File: src/rtl/bist_pkg.sv
// Shared constants for the BIST sequencer: state encoding and default widths.
package bist_pkg;

  // Default widths of the cycle counter and of the MISR signature.
  localparam int DEF_CNT_W = 10;
  localparam int DEF_SIG_W = 16;

  // Sequencer state encoding.
  localparam logic [2:0] S_IDLE   = 3'd0;
  localparam logic [2:0] S_START  = 3'd1;
  localparam logic [2:0] S_INIT   = 3'd2;
  localparam logic [2:0] S_RUN    = 3'd3;
  localparam logic [2:0] S_CHECK  = 3'd4;
  localparam logic [2:0] S_FINISH = 3'd5;

endpackage

File: src/rtl/bist_run_counter.sv
// Per-pass cycle counter: counts RUN cycles, flags the last one, and produces
// the registered pattern toggle aligned with the running output.
module bist_run_counter
  import bist_pkg::*;
#(
  parameter int CNT_W = DEF_CNT_W
) (
  input  logic             clk,
  input  logic             reset,
  input  logic             clear,     // current state is INIT
  input  logic             advance,   // current state is RUN
  input  logic             run_next,  // next state is RUN
  input  logic [CNT_W-1:0] n_lat,
  output logic [CNT_W-1:0] cnt,
  output logic             last,
  output logic             toggle
);

  logic [CNT_W-1:0] cnt_d;
  logic [CNT_W-1:0] last_val;

  assign last_val = n_lat - CNT_W'(1);
  assign last     = (cnt == last_val);

  // Next count: cleared in INIT, advanced in RUN, saturating at the last cycle.
  always_comb begin
    cnt_d = cnt;
    if (clear) begin
      cnt_d = '0;
    end else if (advance && !last) begin
      cnt_d = cnt + CNT_W'(1);
    end else begin
      cnt_d = cnt;
    end
  end

  // Counter and toggle registers; toggle is computed from next-cycle values so it lines up with running.
  always_ff @(posedge clk) begin
    if (reset) begin
      cnt    <= '0;
      toggle <= 1'b0;
    end else begin
      cnt    <= cnt_d;
      toggle <= run_next & ~cnt_d[0] & (cnt_d != last_val);
    end
  end

endmodule

File: src/rtl/bist_sequencer.sv
// Multi-pass BIST sequencer: on a start edge runs NPASS passes of N cycles,
// checks the MISR signature after each pass and reports sticky end/pass flags.
// Optional feature macro: BIST_ABORT_EN adds the abort port and early-finish logic.
module bist_sequencer
  import bist_pkg::*;
#(
  parameter int CNT_W       = DEF_CNT_W,
  parameter int DEF_NCYCLES = 650,
  parameter int NPASS       = 2,
  parameter int SIG_W       = DEF_SIG_W
) (
  input  logic                   clk,
  input  logic                   reset,
  input  logic                   start,
  input  logic [CNT_W-1:0]       ncycles_cfg,
  input  logic [SIG_W-1:0]       sig_in,
  input  logic [SIG_W-1:0]       golden_sig,
`ifdef BIST_ABORT_EN
  input  logic                   abort,
`endif
  output logic                   init,
  output logic                   running,
  output logic                   toggle,
  output logic                   finish,
  output logic [$clog2(NPASS):0] pass_idx,
  output logic                   bist_end,
  output logic                   bist_pass
);

  localparam int PW = $clog2(NPASS) + 1;
  localparam logic [PW-1:0] LAST_PASS = PW'(NPASS - 1);

  logic [2:0]       state;
  logic [2:0]       state_d;
  logic             start_q;
  logic             accept;
  logic             fail;
  logic [CNT_W-1:0] n_lat;
  logic [CNT_W-1:0] cnt;
  logic             last;
  logic             init_d;
  logic             running_d;
  logic             finish_d;
  logic             force_finish;

  assign accept = start & ~start_q & (state == S_IDLE);

`ifdef BIST_ABORT_EN
  // FINISH is excluded so a held abort cannot trap the sequencer there.
  assign force_finish = abort & (state != S_IDLE) & (state != S_FINISH);
`else
  assign force_finish = 1'b0;
`endif

  bist_run_counter #(
    .CNT_W (CNT_W)
  ) u_counter (
    .clk      (clk),
    .reset    (reset),
    .clear    (state == S_INIT),
    .advance  (state == S_RUN),
    .run_next (state_d == S_RUN),
    .n_lat    (n_lat),
    .cnt      (cnt),
    .last     (last),
    .toggle   (toggle)
  );

  // State register and start edge detector; start_q tracks start even during reset.
  always_ff @(posedge clk) begin
    start_q <= start;
    if (reset) begin
      state <= S_IDLE;
    end else begin
      state <= state_d;
    end
  end

  // Next-state logic.
  always_comb begin
    state_d = state;
    case (state)
      S_IDLE:   if (accept) state_d = S_START; else state_d = S_IDLE;
      S_START:  state_d = S_INIT;
      S_INIT:   state_d = S_RUN;
      S_RUN:    if (last) state_d = S_CHECK; else state_d = S_RUN;
      S_CHECK:  if (pass_idx < LAST_PASS) state_d = S_INIT; else state_d = S_FINISH;
      S_FINISH: state_d = S_IDLE;
      default:  state_d = S_IDLE;
    endcase
    if (force_finish) begin
      state_d = S_FINISH;
    end else begin
      state_d = state_d;
    end
  end

  // Output decode from the next state so the registered outputs align with the state.
  always_comb begin
    init_d    = (state_d == S_INIT);
    running_d = (state_d == S_RUN);
    finish_d  = (state_d == S_FINISH);
  end

  // Registered strobe outputs.
  always_ff @(posedge clk) begin
    if (reset) begin
      init    <= 1'b0;
      running <= 1'b0;
      finish  <= 1'b0;
    end else begin
      init    <= init_d;
      running <= running_d;
      finish  <= finish_d;
    end
  end

  // Run length latch, pass index, sticky fail flag and result flags.
  always_ff @(posedge clk) begin
    if (reset) begin
      n_lat     <= '0;
      pass_idx  <= '0;
      fail      <= 1'b0;
      bist_end  <= 1'b0;
      bist_pass <= 1'b0;
    end else if (accept) begin
      n_lat     <= (ncycles_cfg == '0) ? CNT_W'(DEF_NCYCLES) : ncycles_cfg;
      pass_idx  <= '0;
      fail      <= 1'b0;
      bist_end  <= 1'b0;
      bist_pass <= 1'b0;
    end else begin
      if (state == S_CHECK) begin
        fail <= fail | (sig_in != golden_sig);
      end
      if ((state == S_CHECK) && (state_d == S_INIT)) begin
        pass_idx <= pass_idx + PW'(1);
      end
      if (force_finish) begin
        fail <= 1'b1;
      end
      if (state == S_FINISH) begin
        bist_end  <= 1'b1;
        bist_pass <= ~fail;
      end
    end
  end

endmodule

File: config.mk
export PLATFORM = sky130hd
export DESIGN_NAME = bist_sequencer
export DESIGN_NICKNAME = d
export VERILOG_FILES = /design/src/rtl/bist_pkg.sv /design/src/rtl/bist_run_counter.sv /design/src/rtl/bist_sequencer.sv
export SDC_FILE = /design/constraint.sdc
export NUM_CORES = 1
export LEC_CHECK = 0
export CORE_ASPECT_RATIO = 0.7
export CORE_UTILIZATION = 46
export DETAILED_ROUTE_END_ITERATION = 16
export PLACE_DENSITY = 0.82
export SLEW_MARGIN = 20
export SYNTH_ARGS = -nofsm -noshare
export SYNTH_HDL_FRONTEND = slang
export SYNTH_SLANG_ARGS = --single-unit
File: constraint.sdc
create_clock -name clk -period 3.1 [get_ports clk]
set_clock_uncertainty 0.05 [all_clocks]
set_input_delay 0.93 -clock clk [delete_from_list [all_inputs] [get_ports clk]]
set_output_delay 0.93 -clock clk [all_outputs]
set_load 0.005 [all_outputs]
==> reports/results.ini, run 1 <==
[die]
start_util_pct = 49.0
die_w_um = 88.5
row_count = 21
fp.dieArea_um2 = 5540
num_io_pins = 53
die_h_um = 62.6
core_area_um2 = 4910

[cts]
path_clk_slew_ns = 0.07
cts_buffer_depth = 2
numCtsBuffers = 5
clkLatencyLatePin_ns = 0.29
cts_tree = built
clock-root-buffer = clkbuf_8
clock_sinks = 33
htreeDepth = 2

[worst_setup_path]
crit_family = compound AO/OA/AOI/OAI gates
cpPeakStageDelay_ns = 0.58
critPathSlowestCell = or4_4
start_kind = register
path_buf_inv = 1
required_ns = 3.22
worstPathArrival_ns = 3.21
critPathMostFrequentCell = a311oi_2
path_max_fanout = 5
endpoint_kind = register
path_cells = or4_4 -> nor4_2 -> a311oi_2 -> and2_4 -> buf_4 -> o311a_1 -> a311oi_2 -> xnor2_1 -> a2111oi_4 -> a31oi_1
crit_type = reg2reg

[detailed_routing]
firstDrtPassIters = 8
wl_per_cell_um = 16.9
drc = 0
finalWirelength_mm = 7.55
vias_per_cell = 5.98
antenna_left = 0
via_count = 2673
initialDrtViolationCount = 259

[outcome]
status = completed

[cells_and_area]
multi_input_area_um2 = 1710
drive_gt1_share_pct = 17.2
area_growth_pct = 38.5
antenna_cells = 0
fillers = 394
fin_nets = 425
regArea_um2 = 664

[power_and_ir_drop]
power_mw = 1.21
p_switching_mw = 0.393
powerDensity_nw_per_um2 = 362
p_clk_share_pct = 27.2
p_sw_share_pct = 32.5
p_leak_nw = 1.27
p_comb_share_pct = 35.3
p_seq_share_pct = 37.6
ir_drop_mv = 0.281
internal_power_mw = 0.815

[yosys]
avgSynthCellArea_um2 = 7.88
ys_ff_latch = 33
async_reset_ff_share_pct = 0
ys_types = 57
yosysWarnings = 0
synth_flop_cell = dfxtp_1
ys_seq_area_share_pct = 27.4
synth_edf_count = 0
syn_nets = 354
syn_inst = 306
syn_area_um2 = 2410

[timing]
rsz0062_at_grt = true
hold_viol_final = 0
relSlewSlack_pct = 65.2
max_freq_mhz = 324
setup_viol = 0
worstMarginPinSlew_ns = 0.517
maxSlewViolCount = 0
hold_ws_ns = 0.421
finalCritPeriodShare_pct = 99.6
min_period_ns = 3.09

[global_routing]
grt_overflow_total = 0
first_global_vias = 2433
antenna_found_initial = 0
grt_use_total_pct = 28.0
grt_max_degree = 25
grt_pass1_wl_mm = 12.0

[placement]
portBuffers = 52
hpwl_mm = 5.67
gp_congestion = 0.930

[hold_path]
hold_path.class = reg2reg

[job]
cap_violations = 0

[cells in the final DEF (no fill, tap or decap), types with 3 or more instances in the layout]
cell             instances
buf_4                   30
dfxtp_1                 30
a21oi_1                 16
clkbuf_8                 5
or2_2                    3
nand4_1                  7
o31ai_1                  3
xnor2_1                 13
ha_1                     3
nor4_1                  10
and2_1                   4
nor3_1                  19
mux2i_1                  5
nand2_1                 17
a31oi_1                  8
and3_1                   5
nor2b_1                  9
o21ai_0                  5
inv_1                   10
dfxtp_2                  3
clkdlybuf4s50_1         52
nand3_1                  7
xor2_1                  24
nor2_1                  36
[Yosys cell counts, types with 3 or more instances]
cell type	number	area, um2
xnor2_1	14	123
nor4_1	12	75.1
a21oi_1	16	80.1
o31ai_1	4	30.0
mux2i_1	5	50.1
ha_1	3	37.5
clkbuf_1	15	56.3
o21ai_0	6	30.0
nand2_1	17	63.8
a31oi_1	8	50.1
inv_1	10	37.5
nand4_1	7	43.8
nor2_1	37	139
nor2b_1	9	56.3
and2_1	4	25.0
nand3_1	8	40.0
or2_2	3	18.8
xor2_1	24	210
dfxtp_1	33	661
and3_1	5	31.3
nor3_1	19	95.1
or4_1	3	22.5
[layout make-up]
cell class | instances | area share (%)
clock inverters | 1 | 0.225
well taps | 69 | 2.59
multi-input cells | 244 | 51.2
inverters | 10 | 1.12
flip-flops and latches | 33 | 19.9
clock buffers | 7 | 2.29
repair buffers | 83 | 22.7
[power by group through the flow]
| stage | logic (mW) | clock network [mW] | registers [mW] |
|---|---|---|---|
| 3_5_place_dp | 0.386 | 0 | 0.462 |
| 2_1_floorplan | 0.238 | 0 | 0.458 |
| 4_1_cts | 0.401 | 0.329 | 0.453 |
| 3_3_place_gp | 0.376 | 0 | 0.462 |
| 6_report | 0.426 | 0.328 | 0.454 |
| 5_1_grt | 0.454 | 0.348 | 0.456 |
[kinds of logic (layout without fill, tap and decap cells)]
| family | Yosys count | after routing | share of synthesized area [%] |
|---|---|---|---|
| flops | 33 | 33 | 27.4 |
| mux | 7 | 7 | 3.48 |
| fa+ha+maj | 3 | 3 | 1.56 |
| buf+inv | 29 | 101 | 4.93 |
| simple gates | 137 | 137 | 30.3 |
| xor+xnor | 40 | 40 | 15.7 |
| compound gates | 57 | 57 | 16.7 |
[stage by stage]
step	instances	TNS [ns]	worst slack [ns]	util [%]	cell area [um2]
after detailed placement	437	-0.0259	-0.0259	64.4	3160
after floorplan	306	0	0.0693	-	2410
after CTS	446	0	0.00305	66.6	3270
final	447	0	0.0122	67.9	3340
after global routing	447	-0.114	-0.114	67.9	3340
after global placement	437	0	0.0749	64.4	3160
[path summary, 6_finish.rpt]
path                                          to  cells past startpoint  startpoint  slack [ns]
worst max-delay path            u_counter.toggle                     10    n_lat[1]        0.01
worst min-delay path                    bist_end                      2    bist_end        0.42
worst max register to register  u_counter.toggle                     10    n_lat[1]        0.01
worst min register to register          bist_end                      2    bist_end        0.42
[registers in the layout (all words and copies together) (netlist names)]
register          cells
n_lat                10
start_q               1
init                  1
bist_end              1
u_counter.toggle      1
pass_idx              2
u_counter.cnt        10
running               1
finish                1
fail                  1
state                 3
bist_pass             1
[metal layers]
| layer | share of wire, % | global-route usage (%) | vias to the layer above |
|---|---|---|---|
| li1 | - | - | 1254 |
| met1 | 45 | 39.3 | 1246 |
| met2 | 45 | 43.1 | 143 |
| met3 | 8.6 | 5.68 | 30 |
| met4 | 2.3 | 7.66 | 0 |
| met5 | 0 | 0 | - |
[worst register-to-register path, cell delays in order (launching register included)]
cell	delay (ns)
dfxtp_2	0.34
or4_4	0.58
nor4_2	0.30
a311oi_2	0.09
and2_4	0.22
buf_4	0.14
o311a_1	0.36
a311oi_2	0.34
xnor2_1	0.16
a2111oi_4	0.28
a31oi_1	0.12
[timing repair]
item,4_1_cts,5_1_grt
hold buffers,0,0
setup endpoints to repair,1,1
gates resized for setup,4,12
setup buffers,1,1
pin swaps,4,2
(Power assumes the default switching activity.)
==> run 2: changes to the inputs <==
--- a/config.mk
+++ b/config.mk
@@ -6,9 +6,9 @@
 export NUM_CORES = 1
 export LEC_CHECK = 0
 export CORE_ASPECT_RATIO = 0.7
-export CORE_UTILIZATION = 46
+export CORE_UTILIZATION = 40
 export DETAILED_ROUTE_END_ITERATION = 16
-export PLACE_DENSITY = 0.82
+export PLACE_DENSITY = 0.73
 export SLEW_MARGIN = 20
 export SYNTH_ARGS = -nofsm -noshare
 export SYNTH_HDL_FRONTEND = slang
==> run 2 against run 1 <==
- worst setup slack gained 0.10 ns
- clock power grew 2%
- combinational power shrank 3%
- final cell count grew 2.0%
- total power shrank 0.41%
- cell area shrank 0.30%
- non-clock buffer count grew 3
- sequential share of layout area shrank 0.053 points
- clock-buffer cell count shrank 2
- sequential power is essentially flat
- sequential cell count is the same
- worst hold slack lost 0.026 ns
- critical path type unchanged
==> reports/results.ini, run 2 (same netlist as run 1, synthesis figures left out) <==
[cts]
numCtsBuffers = 5  ; unchanged
cts_tree = built  ; unchanged
cts_buffer_depth = 2  ; unchanged
clkLatencyLatePin_ns = 0.30  ; was 0.29 ns
clock_sinks = 33  ; unchanged
htreeDepth = 2  ; unchanged
clock-root-buffer = clkbuf_8  ; unchanged
path_clk_slew_ns = 0.08  ; was 0.07 ns

[placement]
gp_congestion = 0.909  ; was 0.930
place_inst = 447  ; was 437
portBuffers = 52  ; unchanged
dpl_cell_area_um2 = 3200  ; was 3160 um2
hpwl_mm = 5.53  ; was 5.67 mm

[cells_and_area]
reg.largest.list = n_lat (10), u_counter.cnt (10), state (3)  ; unchanged
fin_nets = 428  ; was 425
area_growth_pct = 38.1  ; was 38.5%
design_area_um2 = 3330  ; was 3340 um2
layout_commonest_cell = clkdlybuf4s50_1  ; unchanged
antenna_cells = 0  ; unchanged
final_util_pct = 57.8  ; was 67.9%
finalNonFillerCells = 456  ; was 447
final_cell_mix = clkdlybuf4s50_1, nor2_1, buf_4, dfxtp_1, xor2_1  ; was clkdlybuf4s50_1, nor2_1, dfxtp_1, buf_4, xor2_1
drive_gt1_share_pct = 16.5  ; was 17.2%

[die]
die_w_um = 94.8  ; was 88.5 um
num_io_pins = 53  ; unchanged
start_util_pct = 41.9  ; was 49.0%
die_h_um = 66.9  ; was 62.6 um
row_count = 23  ; was 21
fp.dieArea_um2 = 6340  ; was 5540 um2
core_area_um2 = 5760  ; was 4910 um2

[timing]
max_freq_mhz = 335  ; was 324 MHz
relSlewSlack_pct = 67.7  ; was 65.2%
min_period_ns = 2.99  ; was 3.09 ns
finalCritPeriodShare_pct = 96.4  ; was 99.6%
hold_viol_final = 0  ; unchanged
worstMarginPinSlew_ns = 0.484  ; was 0.517 ns
maxSlewViolCount = 0  ; unchanged
hold_ws_ns = 0.394  ; was 0.421 ns
setup_viol = 0  ; unchanged

[worst_setup_path]
crit_type = reg2reg  ; unchanged
path_max_fanout = 5  ; unchanged
worstPathArrival_ns = 3.12  ; was 3.21 ns
reg2reg_depth = 9  ; was 10
startpoint = n_lat[1]  ; unchanged
path_buf_inv = 0  ; was 1
rrSetupSlack_ns = 0.11  ; was 0.01 ns
required_ns = 3.23  ; was 3.22 ns
rr_endpoint = u_counter.toggle  ; unchanged
cpPeakStageDelay_ns = 0.57  ; was 0.58 ns
reg2reg_from = n_lat[1]  ; unchanged
critPathSlowestCell = or4_4  ; unchanged
endpoint = u_counter.toggle  ; unchanged
cp.depth = 9  ; was 10
start_kind = register  ; unchanged
path_cells = or4_4 -> o221a_1 -> a311oi_2 -> and2_4 -> nor3_4 -> o211a_1 -> or4_1 -> a2111oi_2 -> a31oi_1  ; was or4_4 -> nor4_2 -> a311oi_2 -> and2_4 -> buf_4 -> o311a_1 -> a311oi_2 -> xnor2_1 -> a2111oi_4 -> a31oi_1
endpoint_kind = register  ; unchanged
crit_family = simple AND/OR/NAND/NOR gates  ; was compound AO/OA/AOI/OAI gates

[power_and_ir_drop]
power_mw = 1.20  ; was 1.21 mW
powerDensity_nw_per_um2 = 361  ; was 362 nW/um2
ir_drop_mv = 0.318  ; was 0.281 mV
p_leak_nw = 1.29  ; was 1.27 nW

[hold_path]
hold_path.class = reg2reg  ; unchanged

[outcome]
status = completed  ; unchanged

[detailed_routing]
antenna_left = 0  ; unchanged
initialDrtViolationCount = 305  ; was 259
vias_per_cell = 5.61  ; was 5.98
finalWirelength_mm = 7.20  ; was 7.55 mm
wl_per_cell_um = 15.8  ; was 16.9 um
via_count = 2557  ; was 2673
firstDrtPassIters = 5  ; was 8
drc = 0  ; unchanged

[job]
cap_violations = 0  ; unchanged

[global_routing]
first_global_vias = 2351  ; was 2433
grt_overflow_total = 0  ; unchanged
grt_use_total_pct = 24.1  ; was 28.0%
antenna_found_initial = 0  ; unchanged
grt_max_degree = 20  ; was 25
grt_pass1_wl_mm = 11.4  ; was 12.0 mm

==> run 2: changes by cell type in the layout (fill, tap and decap cells not counted), sizes merged <==
cell / delta
buf: +3
clkbuf: -2
clkinv: +2
==> run 2: worst min-delay path by stage <==
stage                  start  endpoint  slack (ns)  cells past startpoint
floorplan               fail      fail        0.39                      2
CTS                 bist_end  bist_end        0.40                      2
detailed placement  bist_end  bist_end        0.39                      2
global placement    bist_end  bist_end        0.38                      2
finish              bist_end  bist_end        0.39                      2
global route        bist_end  bist_end        0.41                      2
==> run 2: worst reg2reg max path, cell delays in order (launching register included) <==
cell and delay, ns:
dfxtp_1 0.34, or4_4 0.57, o221a_1 0.27, a311oi_2 0.23, and2_4 0.22, nor3_4 0.06
o211a_1 0.24, or4_1 0.49, a2111oi_2 0.30, a31oi_1 0.11
==> run 2: final cells by class <==
| cell class | count | area (um2) |
|---|---|---|
| clock buffers | 5 | 68.8 |
| clock inverters | 3 | 17.5 |
| fillers | 547 | 2430 |
| inverters | 10 | 37.5 |
| multi-input cells | 244 | 1670 |
| flip-flops and latches | 33 | 661 |
| well taps | 75 | 93.8 |
| repair buffers | 86 | 776 |
==> run 2: per-layer routing <==
metal / track usage (%) / vias to the layer above / wire length (um)
met4: 7.01 / 0 / 87
met2: 38.0 / 107 / 3190
met3: 5.82 / 10 / 586
met5: 0 / - / 0
met1: 32.4 / 1189 / 3330
li1: - / 1251 / -
==> run 2: where the power goes <==
group	leakage [nW]	internal (mW)	switching (mW)	total, mW
clock	0.0439	0.155	0.181	0.336
sequential	0.268	0.437	0.0161	0.453
combinational	0.979	0.217	0.196	0.413
==> run 2: what timing repair did <==
| item | 4_1_cts | 5_1_grt |
|---|---|---|
| pin swaps | 0 | 4 |
| hold endpoints to repair | 0 | 0 |
| setup buffers | 0 | 1 |
| setup endpoints to repair | 1 | 1 |
| hold buffers | 0 | 0 |
| resized for setup | 2 | 5 |
==> run 2: metrics by stage <==
step	TNS, ns	setup WS, ns
4_1_cts	0	0.0181
3_5_place_dp	-0.00546	-0.00546
5_1_grt	-0.0119	-0.0119
2_1_floorplan	0	0.0693
3_3_place_gp	0	0.0923
6_report	0	0.112
